## config.mk

```make
export PLATFORM = sky130hd
export DESIGN_NAME = bin_to_bcd_seq_flat
export DESIGN_NICKNAME = d
export VERILOG_FILES = /design/src/rtl/bcd_pkg.sv /design/src/rtl/bin_to_bcd_seq_if.sv /design/src/rtl/bcd_add3.sv /design/src/rtl/bin_to_bcd_seq.sv /design/src/flat_wrapper.sv
export SDC_FILE = /design/constraint.sdc
export NUM_CORES = 1
export LEC_CHECK = 0
export CAP_MARGIN = 10
export CORE_MARGIN = 1.5
export CORE_UTILIZATION = 55
export CTS_CLUSTER_DIAMETER = 100
export DETAILED_ROUTE_END_ITERATION = 6
export GPL_ROUTABILITY_DRIVEN = 0
export PLACE_DENSITY = 0.78
export SYNTH_ARGS = -nofsm -noshare
export SYNTH_HDL_FRONTEND = slang
export SYNTH_SLANG_ARGS = --single-unit
```

## constraint.sdc

```tcl
create_clock -name Clock -period 2.85 [get_ports Clock]
set_input_delay 0.57 -clock Clock [delete_from_list [all_inputs] [get_ports Clock]]
set_output_delay 0.57 -clock Clock [all_outputs]
set_load 0.02 [all_outputs]
```

## src/rtl/bcd_pkg.sv

```systemverilog
// Shared types and constants for the sequential binary-to-BCD converter.
// Overflow saturation is built only when BCD_OVF_EN is defined.
package bcd_pkg;

    typedef logic [3:0] bcd_digit_t;

    localparam bcd_digit_t BCD_NINE    = 4'h9;
    localparam bcd_digit_t BCD_ADD3_TH = 4'h5;

    typedef enum logic [1:0] {
        S_IDLE,
        S_SHIFT,
        S_DONE
    } conv_state_t;

endpackage

```

## src/rtl/bin_to_bcd_seq_if.sv

```systemverilog
// Start/busy/done handshake bundle between the datapath and the converter.
// The Overflow signal exists only when BCD_OVF_EN is defined.
interface bin_to_bcd_seq_if #(
    parameter int BIN_W  = 7,
    parameter int DIGITS = 2
);

    logic                  Start;
    logic [BIN_W-1:0]      Bin;
    logic                  Busy;
    logic                  Done;
    logic [4*DIGITS-1:0]   Bcd;
`ifdef BCD_OVF_EN
    logic                  Overflow;

    modport master (
        output Start, Bin,
        input  Busy, Done, Bcd, Overflow
    );

    modport slave (
        input  Start, Bin,
        output Busy, Done, Bcd, Overflow
    );
`else
    modport master (
        output Start, Bin,
        input  Busy, Done, Bcd
    );

    modport slave (
        input  Start, Bin,
        output Busy, Done, Bcd
    );
`endif

endinterface

```

## src/rtl/bcd_add3.sv

```systemverilog
// One-digit double-dabble correction: add 3 to any digit of 5 or more.
// Inputs are legal BCD (0..9), so the result never exceeds 4'hC.
module bcd_add3
    import bcd_pkg::*;
(
    input  bcd_digit_t digit,
    output bcd_digit_t fixed
);

    assign fixed = (digit >= BCD_ADD3_TH) ? digit + 4'd3 : digit;

endmodule

```

## src/rtl/bin_to_bcd_seq.sv

```systemverilog
// Sequential double-dabble converter, one shift per clock, start/busy/done.
// With BCD_OVF_EN defined, out-of-range inputs saturate to all nines.
module bin_to_bcd_seq
    import bcd_pkg::*;
#(
    parameter int BIN_W  = 7,
    parameter int DIGITS = 2
) (
    input  logic               Clock,
    input  logic               Resetn,
    bin_to_bcd_seq_if.slave    bus
);

    localparam int DW = 4 * DIGITS;
    localparam int CW = $clog2(BIN_W + 1);

    conv_state_t      state;
    logic [BIN_W-1:0] bin_sr;
    logic [DW-1:0]    dig;
    logic [CW-1:0]    count;
    logic             busy;
    logic             done;
    logic [DW-1:0]    bcd;

    logic [DW-1:0]    fixed;
    logic [DW-1:0]    dig_next;
    logic [BIN_W-1:0] bin_next;
    logic             last;

    for (genvar i = 0; i < DIGITS; i++) begin : g_add3
        bcd_add3 u_add3 (
            .digit (dig[4*i +: 4]),
            .fixed (fixed[4*i +: 4])
        );
    end

    assign dig_next = {fixed[DW-2:0], bin_sr[BIN_W-1]};
    assign bin_next = {bin_sr[BIN_W-2:0], 1'b0};
    assign last     = (count == CW'(BIN_W - 1));

`ifdef BCD_OVF_EN
    logic ovf;
    logic ovf_next;
    logic overflow;

    // The bit leaving the top digit is a hundreds carry: sticky out-of-range.
    assign ovf_next     = ovf | fixed[DW-1];
    assign bus.Overflow = overflow;
`else
    logic carry_unused;

    assign carry_unused = fixed[DW-1];
`endif

    always_ff @(posedge Clock or negedge Resetn) begin
        if (!Resetn) begin
            state  <= S_IDLE;
            bin_sr <= '0;
            dig    <= '0;
            count  <= '0;
            busy   <= 1'b0;
            done   <= 1'b0;
            bcd    <= '0;
`ifdef BCD_OVF_EN
            ovf      <= 1'b0;
            overflow <= 1'b0;
`endif
        end else begin
            done <= 1'b0;
            unique case (state)
                S_IDLE: begin
                    if (bus.Start) begin
                        bin_sr <= bus.Bin;
                        dig    <= '0;
                        count  <= '0;
                        busy   <= 1'b1;
                        state  <= S_SHIFT;
`ifdef BCD_OVF_EN
                        ovf    <= 1'b0;
`endif
                    end
                end
                S_SHIFT: begin
                    bin_sr <= bin_next;
                    dig    <= dig_next;
                    count  <= count + 1'b1;
`ifdef BCD_OVF_EN
                    ovf    <= ovf_next;
`endif
                    if (last) begin
                        state <= S_DONE;
                        done  <= 1'b1;
`ifdef BCD_OVF_EN
                        bcd      <= ovf_next ? {DIGITS{BCD_NINE}}
                                             : dig_next;
                        overflow <= ovf_next;
`else
                        bcd <= dig_next;
`endif
                    end
                end
                S_DONE: begin
                    state <= S_IDLE;
                    busy  <= 1'b0;
                end
                default: begin
                    state <= S_IDLE;
                    busy  <= 1'b0;
                end
            endcase
        end
    end

    assign bus.Busy = busy;
    assign bus.Done = done;
    assign bus.Bcd  = bcd;

endmodule

```

## src/flat_wrapper.sv

```systemverilog
// flat-port wrapper written by rule: the top's interface ports become plain ports
module bin_to_bcd_seq_flat import bcd_pkg::*;
#(
    parameter int BIN_W  = 7,
    parameter int DIGITS = 2
)
  (Clock, Resetn, bus_Start, bus_Bin, bus_Busy, bus_Done, bus_Bcd);
  bin_to_bcd_seq_if #(.BIN_W(BIN_W), .DIGITS(DIGITS)) bus_i ();
  input  logic Clock;
  input  logic Resetn;
  input wire logic [$bits(bus_i.Start)-1:0] bus_Start;
  input wire logic [$bits(bus_i.Bin)-1:0] bus_Bin;
  output wire logic [$bits(bus_i.Busy)-1:0] bus_Busy;
  output wire logic [$bits(bus_i.Done)-1:0] bus_Done;
  output wire logic [$bits(bus_i.Bcd)-1:0] bus_Bcd;
  assign bus_i.Start = bus_Start;
  assign bus_i.Bin = bus_Bin;
  assign bus_Busy = bus_i.Busy;
  assign bus_Done = bus_i.Done;
  assign bus_Bcd = bus_i.Bcd;
  bin_to_bcd_seq #(.BIN_W(BIN_W), .DIGITS(DIGITS)) u_core (.Clock(Clock), .Resetn(Resetn), .bus(bus_i));
endmodule
```

Word level (Yosys, flattened, before mapping) --
Cells that the tools add are included.
Word-level totals: register bits after elaboration 30, input bits 10, output and inout bits 10
Cells by class: add/sub/neg operators 3, magnitude comparators 2, equal/unequal tests 4, mux-type cells 15, bitwise gates (word level) 1, reductions and logical operators 6
Operators with widths (count):
- 8-bit case mux with 2 select lines | 1
- 7-bit case mux with 2 select lines | 1
- 4-bit by 3-bit greater-or-equal comparator with 1-bit output (second input constant) | 2
- 8-bit two-way mux | 1
- 2-bit AND reduction | 4
- 7-bit two-way mux | 1
- 3-bit two-way mux | 2
- 3-bit case mux with 2 select lines | 1
- 4-bit by 2-bit adder with 4-bit output (second input constant) | 1
- 2-bit two-way mux | 2
- 4-bit two-way mux | 1
- 2-bit case mux with 2 select lines | 1
- 3-bit by 1-bit adder with 3-bit output (second input constant) | 1
- 3-bit by 2-bit adder with 3-bit output (second input constant) | 1
- 3-bit equality test (second input constant) | 1
- 1-bit two-way mux | 3
- 2-bit by 1-bit equality test with 1-bit output (second input constant) | 1
- 2-bit logical NOT | 1
- 2-bit by 1-bit inequality test with 1-bit output (second input constant) | 1
- 2-bit inequality test (second input constant) | 1
- 1-bit case mux with 2 select lines | 1
- 2-bit nonzero test | 1
- 1-bit NOT | 1

Longest topological paths before layout --
Gate-level depths: netlist of run 1.
depth after elaboration 3, gate-level depth with buffers 6

Hierarchy --
A second synthesis of run 1 with hierarchy kept.
Second synthesis, totals: cells, all modules 125, area, all modules 1486.4 µm²
Modules (own cells, without submodules):
- bin_to_bcd_seq | instances 1, cells each 93, area each 1283.7 µm²
- bcd_add3 | instances 2, cells each 16, area each 101.3 µm²

Least setup slack after synthesis of run 1 --
No wires, ideal clock.
kind register to register, start point reg u_core.dig[0], end point reg u_core.dig[2], library setup time 83 ps, data arrival time 1445 ps, setup slack 1323 ps, stages on the path, launching flop included 7, period minus slack after synthesis 1527 ps, cell sequence dfrtp_1 -> inv_1 -> ha_1 -> nand2b_1 -> a21oi_1 -> mux2_2 -> o21ai_0
On the way: word-level cells in the longest chain between the ends 3, elaborated cells between the ends (all ways) 4, those cells by class add/sub: 1; order compare: 1; mux: 2
Ends and longest elaborated chain:
- start, declared | line bin_to_bcd_seq.sv:19 | logic [DW-1:0] dig;
- start signal, assigned | line bin_to_bcd_seq.sv:85 | dig <= dig_next;
- 4-bit by 2-bit adder with 4-bit output / 4-bit by 3-bit greater-or-equal comparator with 1-bit output (equally long branches) | line bcd_add3.sv:10 | assign fixed = (digit >= BCD_ADD3_TH) ? digit + 4'd3 : digit;
- 4-bit two-way mux (*) | line bcd_add3.sv:10
- 8-bit case mux with 2 select lines (*) | line bin_to_bcd_seq.sv:70 | unique case (state)
Every way passes the cells marked *; elsewhere a longest branch is shown, timed or not. A chain may end at the register's enable or synchronous reset.

Worst setup path in the final report of run 1 --
start point reg u_core.bcd[7] (netlist: u_core.bus.Bcd[7]), end point out bus_Bcd[7]
RTL lines:
- start, declared | line bin_to_bcd_seq.sv:23 | logic [DW-1:0] bcd;
- start signal, assigned | line bin_to_bcd_seq.sv:98 | bcd <= dig_next;
- end, declared | line flat_wrapper.sv:15 | output wire logic [$bits(bus_i.Bcd)-1:0] bus_Bcd;
No word-level cell between the ends.

==> qor.yml, run 1 <==
drtIter0Drc: 21
syn_area_um2: 1418
dp.cells: 190
outcome: "complete, no violations"
layout_commonest_cell: "dfrtp_1"
grt_usage_pct: 22.10
power_mw: 1.749
overflow: 0
start_util_pct: 57.75
worstPathMaxFanout: 2
antenna_found_initial: 0
critical_path.cell_chain: "clkdlybuf4s50_1"
min_period_over_period_pct: 65.07
io_pins: 20
grt_max_degree: 31
ys_warn_count: 0
rsz0062_at_grt: "no"
post_cts_buffers: 0
endpoint_kind: "output pin"
p_leak_nw: 0.7462
rr_startpoint: "u_core.dig[0]"
crit_family: "buffers and inverters"
timing.hold.ws_ns: 0.4901
drc: 0
grt_pass1_vias: 1033
worst_ep_required_time_ns: 2.28
hold_viol: 0
wirelength_mm: 2.712
fp.coreArea_um2: 2455
final_layout_size_suffix_gt1_share_pct: 7.784
worstSetupPathType: "reg2out"
final.setup.worst_slack_ns: 0.9956
post_cts_resized: 0
place_area_um2: 1632
firstDrtPassIters: 4
cp-startpoint: "u_core.bus.Bcd[7]"
report.final.slew_viol_count: 0
clk_pin_slew_worst_paths_ns: 0.08
maxClockFrequency_ghz: 0.5392
cts_buffers: 5
synthTopCellsByArea: "dfrtp_1 53%, o21ai_0 6.4%, ha_1 5.3%"
die_area_um2: 2891
fin_setup_tns_ns: 0
pre_cts_slack_ns: 0.8651
hpwl_mm: 1.976
rows: 18
crit_buf_inv: 1
clkLatencyLatePin_ns: 0.32
port-buffer-count: 19
ant_nets: 0
power_density_nw_per_um2: 1043
syn_avg_cell_area_um2: 9.777
cp-start-kind: "flop"
grt_pass1_wl_mm: 4.471
cts-htree-levels: 2
hold_class: "reg2reg"
hp-start: "u_core.bus.Bcd[2]"
cts_sinks: 30
wl_per_cell_um: 13.77
finClkSkew_ns: 0.009070
peakVddDrop_mv: 0.6659
yosys.area.top_type: "dfrtp_1"
worst_slew_pin_slew_ns: 0.4109
synthCells: 145
cap_violations: 0
async_reset_ff_share_pct: 100.0
cp_slowest_cell: "clkdlybuf4s50_1"
area_growth_pct: 18.27
fin_area_um2: 1677
fill_cells: 195
final_cell_mix: "30 x dfrtp_1, 20 x nand2_1, 19 x clkdlybuf4s50_1"
finalNetCount: 183
cts_tree: "done"
ctsHoldBuffers: 0
final_util_pct: 68.30
die_y_um: 53.77
setup_viol: 0
clock-root-buffer: "clkbuf_4"
synth_nets: 161
instances_no_fill: 197
final.min_clock_period_ns: 1.854
cts_max_path_buffers: 2
ys_ff_latch: 30
viasPerCell: 5.619
num_vias: 1107
worstPathArrival_ns: 1.28
max-slew-margin-rel_pct: 72.61
diodes: 0
fp.dieW_um: 53.77
cp_slowest_stage_delay_ns: 0.61
ys_seq_area_share_pct: 52.96
netlist.area_leader.share_pct: 52.96
synth_edf_count: 0
yosysUniqueCellTypes: 26
synth_ff_type: "dfrtp_1"
[cells in the mapped netlist, types with 2 or more instances]
library cell and instances:
buf_2 5, nor3_1 2, nor3b_1 3, a21oi_1 12, nand2_1 20, ha_1 6
o21ai_1 8, nor2b_1 8, mux2_2 2, inv_1 7, a22oi_1 6, nand2b_1 3
nor2_1 3, dfrtp_1 30, o21ai_0 18, xnor2_1 2
[cell type report]
| type | instances | area, um^2 | area share, % |
|---|---|---|---|
| Sequential cell | 30 | 750.7 | 44.78 |
| Multi-Input combinational cell | 100 | 600.6 | 35.82 |
| Timing Repair Buffer | 22 | 212.7 | 12.69 |
| Clock buffer | 7 | 45.04 | 2.687 |
| Tap cell | 30 | 37.54 | 2.239 |
| Inverter | 8 | 30.03 | 1.791 |
[metal layers]
metal  up-vias  routed length (um)  track usage (%)
met5         -                   0                0
met4         0                   0            5.983
met3         0                 137            8.611
met2        25                1440            35.57
met1       544                1133            27.62
li1        538                   -                -
[sequential cells by signal (all words and copies together), names as in the netlist]
signal,flops
u_core.bus.Bcd,8
u_core.dig,8
u_core.bin_sr,7
u_core.count,3
u_core.state,2
u_core.bus.Busy,1
u_core.bus.Done,1
[report_power, final]
part | total (mW) | switching, mW | internal, mW | leakage (nW)
logic | 0.774 | 0.416 | 0.357 | 0.338
registers | 0.750 | 0.151 | 0.599 | 0.383
clock network | 0.226 | 0.133 | 0.0929 | 0.0254
total | 1.75 | 0.700 | 1.05 | 0.746
[path summary, 6_finish.rpt]
check | endpoint | slack [ns] | cells after the start
worst max-delay path | bus_Bcd[7] | 1.0 | 1
worst min-delay path | u_core.bus.Bcd[2] | 0.49 | 2
worst max register to register | u_core.dig[2] | 1.09 | 6
worst min register to register | u_core.bus.Bcd[2] | 0.49 | 2
max in group asynchronous | u_core.bin_sr[6] | 1.94 | 2
min in group asynchronous | u_core.bus.Bcd[6] | 0.63 | 2
[cell families (layout without fill, tap and decap cells)]
kind of cell             count (synthesis)  after routing  share of synthesized area [%]
flip-flops                              30             30                          52.96
AO/OA/AOI/OAI                           48             48                          18.80
XOR/XNOR                                 2              2                          1.236
multiplexers                             2              2                          1.589
adder cells (fa/ha/maj)                  6              6                          5.296
buffers and inverters                   15             37                          4.678
AND/OR/NAND/NOR                         42             42                          15.45
(Power assumes the default switching activity.)
==> inputs of run 2 (changes only) <==
--- a/config.mk
+++ b/config.mk
@@ -7,11 +7,11 @@
 export LEC_CHECK = 0
 export CAP_MARGIN = 10
 export CORE_MARGIN = 1.5
-export CORE_UTILIZATION = 55
+export CORE_UTILIZATION = 48
 export CTS_CLUSTER_DIAMETER = 100
 export DETAILED_ROUTE_END_ITERATION = 6
 export GPL_ROUTABILITY_DRIVEN = 0
-export PLACE_DENSITY = 0.78
+export PLACE_DENSITY = 0.72
 export SYNTH_ARGS = -nofsm -noshare
 export SYNTH_HDL_FRONTEND = slang
 export SYNTH_SLANG_ARGS = --single-unit
==> constraint.sdc (replaced) <==
create_clock -name Clock -period 1.5 [get_ports Clock]
set_input_delay 0.3 -clock Clock [delete_from_list [all_inputs] [get_ports Clock]]
set_output_delay 0.3 -clock Clock [all_outputs]
set_load 0.02 [all_outputs]
==> qor.yml, run 2 (same netlist as run 1, synthesis figures left out) <==
port-buffer-count: 19  # unchanged
die_y_um: 57.35  # +6.6%
critical_path.cell_chain: "ha_2 -> nand2b_4 -> a21oi_4 -> mux2_4 -> o21ai_1"
rsz0062_at_grt: "yes"
crit_family: "flip-flops"
fp.dieW_um: 57.35  # +6.6%
setup_viol: 0  # unchanged
fin_area_um2: 1815  # +8.3%
diodes: 0  # unchanged
ctsHoldBuffers: 0  # unchanged
instances_no_fill: 208  # +5.6%
endpoint_kind: "flop"
peakVddDrop_mv: 1.297  # +95%
wl_per_cell_um: 13.62  # -1.1%
cp-start-kind: "flop"
hold_class: "in2async"
cap_violations: 0  # unchanged
crit_buf_inv: 0  # -1
cts_buffers: 5  # unchanged
timing.hold.ws_ns: 0.3161  # -0.1739 ns
fin_setup_tns_ns: 0  # unchanged
cp_slowest_stage_delay_ns: 0.44  # -0.17 ns
worstPathMaxFanout: 3  # +1
cts_tree: "done"
final.min_clock_period_ns: 1.441
r2r_setup_slack_ns: 0.06  # -1.03 ns
met1_length_mm: 1.196  # +5.6%
report.final.slew_viol_count: 0  # unchanged
hpwl_mm: 1.968  # -0.39%
rows: 19  # +1
final_layout_size_suffix_gt1_share_pct: 19.21  # +11 points
clock-root-buffer: "clkbuf_4"
routed.top_layer: "met4"
cts_max_path_buffers: 2  # unchanged
clk_pin_slew_worst_paths_ns: 0.09  # about the same
grt_pass1_wl_mm: 4.629  # +3.5%
io_pins: 20  # unchanged
fill_cells: 226  # +16%
finClkSkew_ns: 0.007967  # -0.001103 ns
grt_usage_pct: 19.23  # -2.9 points
rr_endpoint: "u_core.bus.Bcd[2]"
cp_slowest_cell: "dfrtp_1"
dp.cells: 197  # +3.7%
overflow: 0  # unchanged
min_period_over_period_pct: 96.10
worst_ep_required_time_ns: 1.77  # -0.51 ns
wirelength_mm: 2.832  # +4.4%
cts-htree-levels: 2  # unchanged
cts_sinks: 30  # unchanged
area_growth_pct: 28.07
grt_pass1_vias: 1053  # +1.9%
outcome: "complete, no violations"
clkLatencyLatePin_ns: 0.34  # +0.02 ns
final.setup.worst_slack_ns: 0.05856  # -0.9370 ns
fp.coreArea_um2: 2781  # +13%
maxClockFrequency_ghz: 0.6938
place_area_um2: 1694  # +3.8%
drc: 0  # unchanged
die_area_um2: 3288  # +14%
start_util_pct: 50.97  # -6.8 points
grt_max_degree: 31  # unchanged
antenna_found_initial: 0  # unchanged
worstPathArrival_ns: 1.71  # +0.43 ns
viasPerCell: 5.567  # -0.93%
num_vias: 1158  # +4.6%
ant_nets: 0  # unchanged
hold_viol: 0  # unchanged
worst_slew_pin_slew_ns: 0.4754  # +0.06450 ns
finalNetCount: 192  # +4.9%
layout_commonest_cell: "dfrtp_1"
drtIter0Drc: 45  # +110%
final_cell_mix: "30 x dfrtp_1, 20 x nand2_1, 14 x o21ai_0"
pre_cts_slack_ns: -0.3103  # -1.175 ns
rr_startpoint: "u_core.dig[0]"
power_density_nw_per_um2: 2022  # +94%
max-slew-margin-rel_pct: 68.28  # -4.3 points
r2r_cells: 5  # -1
wl_met3_um: 143  # +4.4%
met2WireLength_mm: 1.424  # -1.1%
p_leak_nw: 0.8523  # +14%
firstDrtPassIters: 4  # unchanged
worstSetupPathType: "reg2reg"
-- run 2: where the power goes --
| part | leakage [nW] | switching (mW) | total (mW) | internal, mW |
|---|---|---|---|---|
| Sequential | 0.383 | 0.275 | 1.41 | 1.14 |
| Combinational | 0.434 | 0.919 | 1.76 | 0.837 |
| Clock | 0.0353 | 0.276 | 0.503 | 0.227 |
| Total | 0.852 | 1.47 | 3.67 | 2.20 |
-- run 2: layout make-up --
| type | count | area (um^2) | area share, % |
|---|---|---|---|
| Sequential cell | 30 | 750.7 | 41.35 |
| Multi-Input combinational cell | 100 | 655.6 | 36.11 |
| Timing Repair Buffer | 31 | 280.3 | 15.44 |
| Clock buffer | 7 | 55.05 | 3.032 |
| Tap cell | 31 | 38.79 | 2.136 |
| Inverter | 8 | 30.03 | 1.654 |
| Clock inverter | 1 | 5.005 | 0.2757 |
-- run 2: repair_timing --
item                       in CTS  in global routing
pin swaps                       1                  2
setup buffers                   2                  1
setup endpoints to repair      16                  8
resized for setup              14                 13
-- run 2: stage by stage --
step                power (mW)  utilization, %
finish                   3.671           65.27
floorplan                2.417               -
global placement         2.943           60.91
CTS                      3.531           63.56
detailed placement       3.036           60.91
global route             3.959           65.27
-- run 2: worst max-delay path by stage --
stage / startpoint / to / slack [ns] / cells past startpoint
5_1_grt: u_core.dig[4] / u_core.dig[6] / 0.004 / 6
6_report: u_core.dig[0] / u_core.bus.Bcd[2] / 0.06 / 5
4_1_cts: u_core.dig[4] / u_core.dig[6] / 0.002 / 6
3_5_place_dp: bus_Start / u_core.count[2] / -0.31 / 4
2_1_floorplan: u_core.dig[0] / u_core.dig[2] / 0.01 / 6
3_3_place_gp: bus_Start / u_core.dig[7] / -0.19 / 4
-- run 2: layer usage --
metal	track usage (%)	vias up
li1	-	561
met1	24.03	563
met2	29.71	26
met3	4.989	8
met4	11.96	0
met5	0	-
